===== config.mk =====
export PLATFORM = sky130hd
export DESIGN_NAME = wb_commit
export DESIGN_NICKNAME = d
export VERILOG_FILES = /design/src/rtl/wb_commit_pkg.sv /design/src/rtl/wb_commit_regfile_2r1w.sv /design/src/rtl/wb_commit.sv
export SDC_FILE = /design/constraint.sdc
export NUM_CORES = 2
export LEC_CHECK = 0
export ABC_CLOCK_PERIOD_IN_PS = 2700
export BUFFER_PORTS_ARGS = -buffer_cell sky130_fd_sc_hd__buf_2
export CORE_MARGIN = 5
export CORE_UTILIZATION = 30
export DETAILED_ROUTE_END_ITERATION = 10
export PLACE_DENSITY = 0.46
export SLEW_MARGIN = 10
export SYNTH_ARGS = -nofsm -noshare
export SYNTH_HDL_FRONTEND = slang
export SYNTH_SLANG_ARGS = --single-unit

===== constraint.sdc =====
create_clock -name clk_WB -period 2.7 [get_ports clk_WB]
set_clock_uncertainty 0.15 [all_clocks]
set_input_delay 0.27 -clock clk_WB [delete_from_list [all_inputs] [get_ports clk_WB]]
set_output_delay 0.27 -clock clk_WB [all_outputs]
set_load 0.03 [all_outputs]

===== src/rtl/wb_commit_pkg.sv =====
// Shared definitions for the write-back stage: datapath widths and the
// MemtoReg source-select encoding.
package wb_commit_pkg;

  localparam int XLEN   = 32;
  localparam int NREG   = 32;
  localparam int REG_AW = $clog2(NREG);
  localparam int CNT_W  = 64;

  typedef enum logic [1:0] {
    WB_SRC_ALU = 2'b00,
    WB_SRC_MEM = 2'b01,
    WB_SRC_PC4 = 2'b10,
    WB_SRC_RSV = 2'b11
  } wb_src_e;

  typedef logic [XLEN-1:0]   xword_t;
  typedef logic [REG_AW-1:0] reg_addr_t;

endpackage


===== src/rtl/wb_commit_regfile_2r1w.sv =====
// Architectural register file: two combinational read ports, one write port,
// x0 hardwired to zero, and same-cycle write-through bypass on both reads.
module regfile_2r1w
  import wb_commit_pkg::*;
(
  input  logic      clk_i,
  input  logic      rst_ni,
  input  logic      we_i,
  input  reg_addr_t waddr_i,
  input  xword_t    wdata_i,
  input  reg_addr_t raddr1_i,
  input  reg_addr_t raddr2_i,
  output xword_t    rdata1_o,
  output xword_t    rdata2_o
);

  xword_t regs_q [NREG];
  logic   wr_en;

  assign wr_en = we_i & (waddr_i != '0);

  always_ff @(posedge clk_i or negedge rst_ni) begin
    if (!rst_ni) begin
      for (int i = 0; i < NREG; i++) begin
        regs_q[i] <= '0;
      end
    end else if (wr_en) begin
      regs_q[waddr_i] <= wdata_i;
    end
  end

  // Bypass lets ID see a value being written this very cycle.
  always_comb begin
    rdata1_o = regs_q[raddr1_i];
    if (raddr1_i == '0) begin
      rdata1_o = '0;
    end else if (wr_en && (raddr1_i == waddr_i)) begin
      rdata1_o = wdata_i;
    end
  end

  always_comb begin
    rdata2_o = regs_q[raddr2_i];
    if (raddr2_i == '0) begin
      rdata2_o = '0;
    end else if (wr_en && (raddr2_i == waddr_i)) begin
      rdata2_o = wdata_i;
    end
  end

endmodule


===== src/rtl/wb_commit.sv =====
// Write-back stage: source select, register file ownership, registered
// commit trace and retired-instruction counter.
module wb_commit
  import wb_commit_pkg::*;
(
  input  logic              clk_WB,
  input  logic              rst_n_WB,
  input  logic              en_WB,
  input  logic              valid_in_WB,
  input  logic [XLEN-1:0]   PC4_in_WB,
  input  logic [REG_AW-1:0] Rd_addr_in_WB,
  input  logic [XLEN-1:0]   ALU_in_WB,
  input  logic [XLEN-1:0]   DMem_data_in_WB,
  input  logic [1:0]        MemtoReg_in_WB,
  input  logic              RegWrite_in_WB,
  input  logic [XLEN-1:0]   pc_in_WB,
  input  logic [XLEN-1:0]   inst_in_WB,
  input  logic [REG_AW-1:0] rs1_addr_WB,
  input  logic [REG_AW-1:0] rs2_addr_WB,
  output logic [XLEN-1:0]   rs1_data_WB,
  output logic [XLEN-1:0]   rs2_data_WB,
  output logic [XLEN-1:0]   wb_data_WB,
  output logic              commit_valid_WB,
  output logic [XLEN-1:0]   commit_pc_WB,
  output logic [XLEN-1:0]   commit_inst_WB,
  output logic [REG_AW-1:0] commit_rd_WB,
  output logic [XLEN-1:0]   commit_wdata_WB,
  output logic [CNT_W-1:0]  instret_WB
);

  logic fire;
  logic we;

  logic              commit_valid_q, commit_valid_d;
  logic [XLEN-1:0]   commit_pc_q,    commit_pc_d;
  logic [XLEN-1:0]   commit_inst_q,  commit_inst_d;
  logic [REG_AW-1:0] commit_rd_q,    commit_rd_d;
  logic [XLEN-1:0]   commit_wdata_q, commit_wdata_d;
  logic [CNT_W-1:0]  instret_q,      instret_d;

  assign fire = en_WB & valid_in_WB;
  assign we   = fire & RegWrite_in_WB & (Rd_addr_in_WB != '0);

  // The reserved encoding yields zero so an unused select never leaks X.
  always_comb begin
    wb_data_WB = '0;
    unique case (wb_src_e'(MemtoReg_in_WB))
      WB_SRC_ALU: wb_data_WB = ALU_in_WB;
      WB_SRC_MEM: wb_data_WB = DMem_data_in_WB;
      WB_SRC_PC4: wb_data_WB = PC4_in_WB;
      WB_SRC_RSV: wb_data_WB = '0;
      default:    wb_data_WB = '0;
    endcase
  end

  regfile_2r1w u_regfile (
    .clk_i    (clk_WB),
    .rst_ni   (rst_n_WB),
    .we_i     (we),
    .waddr_i  (Rd_addr_in_WB),
    .wdata_i  (wb_data_WB),
    .raddr1_i (rs1_addr_WB),
    .raddr2_i (rs2_addr_WB),
    .rdata1_o (rs1_data_WB),
    .rdata2_o (rs2_data_WB)
  );

  // Trace fields hold while stalled; only the valid pulse drops.
  always_comb begin
    commit_valid_d = fire;
    commit_pc_d    = commit_pc_q;
    commit_inst_d  = commit_inst_q;
    commit_rd_d    = commit_rd_q;
    commit_wdata_d = commit_wdata_q;
    instret_d      = instret_q;
    if (fire) begin
      commit_pc_d    = pc_in_WB;
      commit_inst_d  = inst_in_WB;
      commit_rd_d    = we ? Rd_addr_in_WB : '0;
      commit_wdata_d = we ? wb_data_WB : '0;
      instret_d      = instret_q + CNT_W'(1);
    end
  end

  always_ff @(posedge clk_WB or negedge rst_n_WB) begin
    if (!rst_n_WB) begin
      commit_valid_q <= 1'b0;
      commit_pc_q    <= '0;
      commit_inst_q  <= '0;
      commit_rd_q    <= '0;
      commit_wdata_q <= '0;
      instret_q      <= '0;
    end else begin
      commit_valid_q <= commit_valid_d;
      commit_pc_q    <= commit_pc_d;
      commit_inst_q  <= commit_inst_d;
      commit_rd_q    <= commit_rd_d;
      commit_wdata_q <= commit_wdata_d;
      instret_q      <= instret_d;
    end
  end

  assign commit_valid_WB = commit_valid_q;
  assign commit_pc_WB    = commit_pc_q;
  assign commit_inst_WB  = commit_inst_q;
  assign commit_rd_WB    = commit_rd_q;
  assign commit_wdata_WB = commit_wdata_q;
  assign instret_WB      = instret_q;

endmodule


; Word-level counts from Yosys, hierarchy flattened
; Cells that the tools add are included.
[totals]
mem_bits_rw = 0
mem_bits_ro = 0
latch_bits = 0
elab_cells = 78
memories = 0
out_inout_bits = 262
input_bits = 182
reg_bits = 1190
[classes]
bitwise = 7
magnitude_cmp = 4
div = 0
n_mux = 16
n_addsub = 1
mul = 0
n_reduce_logical = 7
eq_ne = 5
shift = 0
[op_table]
columns = cell, count
row1 = bitwise mux 1024 bit, 1
row2 = binary-select mux 32 bit (select 5 bit), 2
row3 = two-way mux 32 bit, 10
row4 = demux 32 bit (select 5 bit), 1
row5 = case mux 32 bit (4 select lines), 1
row6 = adder 64 x 1 -> 64 bit (second input constant), 1
row7 = >= comparator 6 bit (second input constant), 3
row8 = inverter 5 -> 6 bit, 3
row9 = == test 5 bit, 2
row10 = logical NOT 5 bit, 2
row11 = less-than comparator 6 x 1 -> 1 bit (second input constant), 1
row12 = two-way mux 5 bit, 1
row13 = nonzero test 5 bit, 1
row14 = AND 1 bit, 4
row15 = == test 2 bit (second input constant), 2
row16 = logical AND 1 bit, 3
row17 = == test 2 x 1 -> 1 bit (second input constant), 1
row18 = logical NOT 2 bit, 1

; Depth between registers and ports, before layout
[logic_depth]
ltp_word = 7
depth_mapped = 9
depth_no_buf = 6

; By module
; A second synthesis with hierarchy kept.
[hier_totals]
hier_cells = 4689
area_unflattened_um2 = 63437.1
[by_module_without_submodules]
columns = module, area_per_inst_um2, cells_per_inst, seq_area_each_um2, instances
row1 = regfile_2r1w, 56008.7, 3929, 25624.6, 1
row2 = wb_commit, 7428.4, 760, 4154.0, 1

; Least setup slack after synthesis
; No wires, ideal clock.
[synth_path]
path_type = input -> output
start = input rs2_addr_WB[0]
end = output rs2_data_WB[22]
path_slack_ns = 0.008
cell_stages = 9
arrival_ns = 2.272
n_path_buf = 4
required_time_ns = 2.280
path_cell_list = buf_6 -> buf_8 -> buf_6 -> buf_8 -> mux2i_1 -> a221o_1 -> o21ai_0 -> a211oi_1 -> a211oi_1
[synth_between]
elab_chain_len = 6
word_cells_on_any_way = 9
classes_between = eq/ne (1) / mux (5) / bitwise (1) / reduce/logical (2)
[synth_lines]
columns = element, line_no
row1 = "start, declared", wb_commit.sv:19  ; input logic [REG_AW-1:0] rs2_addr_WB,
row2 = inverter 5 -> 6 bit (not written as such), wb_commit_regfile_2r1w.sv:43  ; rdata2_o = regs_q[raddr2_i];
row3 = binary-select mux 32 bit (select 5 bit), wb_commit_regfile_2r1w.sv:43
row4 = two-way mux 32 bit (not written as such) (2 in a row), wb_commit_regfile_2r1w.sv:43
row5 = two-way mux 32 bit, wb_commit_regfile_2r1w.sv:46  ; end else if (wr_en && (raddr2_i == waddr_i)) begin
row6 = two-way mux 32 bit (*), wb_commit_regfile_2r1w.sv:44  ; if (raddr2_i == '0) begin
row7 = "end, declared", wb_commit.sv:21  ; output logic [XLEN-1:0] rs2_data_WB,
; Mark *: on every way between the ends. The rest lies on a longest branch, timed or not. The select of a mux whose other input is x is not followed.

; Final worst setup path
[layout_path]
start = register u_regfile.regs_q[43] (netlist bit)
end = output rs2_data_WB[11]
[layout_between]
elab_chain_len = 5
[layout_lines]
columns = element, line_no
row1 = "start, declared", wb_commit_regfile_2r1w.sv:17  ; xword_t regs_q [NREG];
row2 = "start signal, assigned by index", wb_commit_regfile_2r1w.sv:28  ; regs_q[waddr_i] <= wdata_i;
row3 = binary-select mux 32 bit (select 5 bit), wb_commit_regfile_2r1w.sv:43
row4 = two-way mux 32 bit (not written as such) (2 in a row), wb_commit_regfile_2r1w.sv:43
row5 = two-way mux 32 bit, wb_commit_regfile_2r1w.sv:46
row6 = two-way mux 32 bit, wb_commit_regfile_2r1w.sv:44
; No other way between the ends. The select of a mux whose other input is x is not followed.

==> qor.csv <==
stage,metric,value,unit
run_status,result of the run,"finished, violations left",
run_status,failing checks,setup timing,
synth,average size of a mapped cell,10.90,um2
die,number of ports placed on the die boundary,444,
global_routing,pin count of the biggest net entering global routing,86,
clocking,root buffer selected by CTS,clkbuf_16,
worst_setup_path,highest fanout seen on the critical path,3,
worst_hold_path,endpoint of the worst hold path,u_regfile.regs_q[345],
sta,setup repair after global routing missed its margin,true,
worst_hold_path,worst hold stages,4,
drt,Detailed Route Iter0 Violations,4268,
synth,count of mapped cells out of synthesis,5538,
die,Placeable Area,199900,um2
job,max-cap check violation count,0,
drt,iteration count of the initial detailed-routing pass,7,
place,DP Wirelength,176200,um
place,cell total after placement,8644,
clocking,Sinks on Clock Net,1190,
sta,upper clock frequency limit,312.0,MHz
finish,count of nets after finishing,6474,
worst_hold_path,type of the tightest min-delay check,in2reg,
synth,leading cell type by number of instances after synthesis,dfrtp_1,
finish,final non-filler cell total,9059,
global_routing,number of antenna violations at the first check in global routing,10,
worst_setup_path,R2R Path End,instret_WB[58],
worst_setup_path,data arrival time of the critical path,2.79,ns
worst_setup_path,critical path data required time,2.28,ns
synth,proportion of netlist area held by the largest area contributor,49.34,%
synth,cell area after synthesis,60360,um2
clocking,count of H-tree levels built during CTS,4,
place,input/output buffers,443,
clocking,CTS tree,done,
sta,hold_ws,0.03152,ns
sta,worst path setup slack after routing,-0.5053,ns
worst_setup_path,"setup slack, reg-to-reg",0.44,ns
sta,number of endpoints failing setup at the final stage,64,
sta,transition time at the pin with the least slew margin,0.8667,ns
synth,post-synth net total,5721,
finish,Area Overhead vs Synth,30.98,%
power,P per Cell Area,624.7,nW/um2
drt,Routed met1 length,104300,um
sta,post-route setup TNS,-15.82,ns
global_routing,Overall Global Routing Usage,23.73,%
die,height of the die,458.5,um
drt,DRC errors left,0,
finish,fraction of layout instances using a drive strength above 1,33.71,%
power,leakage power of the design,34.75,nW
sta,Pins Over Slew Limit,0,
worst_setup_path,critical path class,reg2out,
synth,warnings from Yosys,0,
clocking,clock buffers created by TritonCTS,133,
synth,dominant register cell in the synthesized netlist,dfrtp_1,
clocking,source-to-sink clock delay at the later pin of the worst-skew pair,0.79,ns
drt,highest metal used,met5,
finish,utilization after layout,39.55,%
global_routing,global-route wire length before repair,365400,um
drt,vias,48961,
synth,distinct cell type count after synthesis,65,
worst_setup_path,number of cell instances on the worst register-to-register path,5,
power,peak supply drop,450.7,uV
synth,Commonest cells post-synth,"1190 x dfrtp_1, 935 x nand2_1, 642 x o21ai_0",
die,floorplan row count,164,
worst_setup_path,element type at the critical path end,output pin,
synth,Post-synth ARST share,100.0,%
die,die area,210300,um2
clocking,Clock Path Buffers,3,
worst_setup_path,reg2reg start,instret_WB[34],
clocking,clock transition at the register clock pins on the worst setup and hold paths after CTS,0.06,ns
place,routability congestion estimate,0.9273,
drt,met3 wire len,16690,um
drt,post-DR wirelength/cell,28.14,um
power,total power after layout,49.38,mW
synth,cell type with the highest aggregate area in the netlist,dfrtp_1,
sta,post-route minimum period,3.205,ns
synth,share of synthesized area occupied by flip-flops and latches,49.34,%
die,Initial Utilization,30.20,%
synth,number of enable flip-flop cells after synthesis,0,
die,die width,458.5,um
drt,wire length on met2,121400,um
drt,Via-to-Cell Ratio,5.405,
synth,largest cells by area after synthesis,"dfrtp_1 49%, mux4_2 18%, nand2_1 5.8%, o21ai_0 5.3%, a21oi_1 3.6%",
worst_setup_path,type of element launching the critical path,flip-flop,
sta,number of endpoints with negative hold slack in the final report,0,
drt,post-detailed-route count of antenna-violating nets,0,
worst_hold_path,critical hold path startpoint,PC4_in_WB[25],
global_routing,sum of overflow across all layers after global routing,0,
sta,Slew HR,42.22,%
synth,post-synthesis register bit count,1190,
global_routing,vias in the first global route,48877,
drt,drt total wl,254900,um
sta,final clock period utilization by the worst path,118.7,%
## stage by stage
step,worst slack [ns],area (um2)
3_5_place_dp,-1.214,70360
6_report,-0.5053,79050
5_1_grt,-0.5635,79040
4_1_cts,-0.5753,78460
3_3_place_gp,-1.218,70360
2_1_floorplan,0.008328,60360
## worst max-delay path, cell delays in order, from the launching register on
cell	delay [ns]
dfrtp_1	0.40
mux4_2	0.48
mux4_2	0.57
nand3_2	0.11
o311ai_1	0.10
buf_4	0.19
buf_6	0.14
## power breakdown
part	switching (mW)	internal (mW)
combinational	5.31	4.25
sequential	1.22	19.4
clock	7.91	11.3
## timing repair
item,4_1_cts,5_1_grt
hold buffers,126,0
setup endpoints to repair,64,68
pin swaps,186,62
buffers inserted,54,28
hold endpoints to repair,1170,0
gates cloned,0,1
gates resized for setup,464,77
## state kept, by name, indices dropped and copies added, names as in the netlist
name and flops:
instret_WB 64, commit_inst_WB 32, commit_pc_WB 32, commit_wdata_WB 32
u_regfile.regs_q 1024, commit_rd_WB 5, commit_valid_WB 1
## worst max-delay path by stage
stage	from	to	slack (ns)	cells past startpoint
detailed placement	rs1_addr_WB[4]	rs1_data_WB[1]	-1.21	10
finish	u_regfile.regs_q[43]	rs2_data_WB[11]	-0.51	6
global route	u_regfile.regs_q[43]	rs2_data_WB[11]	-0.56	6
CTS	u_regfile.regs_q[43]	rs2_data_WB[11]	-0.58	6
global placement	rs1_addr_WB[4]	rs1_data_WB[1]	-1.22	10
floorplan	rs2_addr_WB[0]	rs2_data_WB[22]	0.008	9
## cells in the final DEF (no fill, tap or decap), types with 25 or more instances in the layout
| cell type | n |
|---|---|
| a21oi_1 | 405 |
| a221oi_4 | 25 |
| a22o_1 | 51 |
| a22oi_2 | 38 |
| buf_12 | 178 |
| buf_2 | 370 |
| buf_4 | 447 |
| buf_6 | 64 |
| clkbuf_16 | 141 |
| clkbuf_8 | 36 |
| dfrtp_1 | 1190 |
| dlygate4sd3_1 | 124 |
| inv_1 | 45 |
| mux2i_1 | 74 |
| mux4_2 | 501 |
| nand2_1 | 922 |
| nand2b_1 | 27 |
| nand3_1 | 47 |
| nand4_1 | 25 |
| nor2_1 | 442 |
| o21ai_0 | 614 |
| xnor2_1 | 42 |
| xor2_1 | 31 |
## layer usage
metal / vias to the layer above / GRT usage (%)
li1: 21494 / -
met1: 25169 / 30.82
met2: 1844 / 39.19
met3: 452 / 3.797
met4: 2 / 10.78
met5: - / 0
## cell type report
class,instances,area (um2)
Clock buffer,200,4089
Timing Repair Buffer,1192,10890
Sequential cell,1190,29780
Inverter,47,176.4
Fill cell,19301,120800
Antenna cell,7,17.52
Multi-Input combinational cell,3727,30290
Tap cell,2656,3323
Clock inverter,40,486.7
## cells by family after synthesis
group | count (synthesis) | share of synthesized area, %
AND/OR/NAND/NOR | 1660 | 11.38
AO/OA/AOI/OAI | 1387 | 13.01
flip-flops | 1190 | 49.34
buffers and inverters | 621 | 4.588
multiplexers | 606 | 20.60
XOR/XNOR | 73 | 1.059
adder cells (fa/ha/maj) | 1 | 0.02073
No activity file was read; power rests on OpenSTA's default activity.
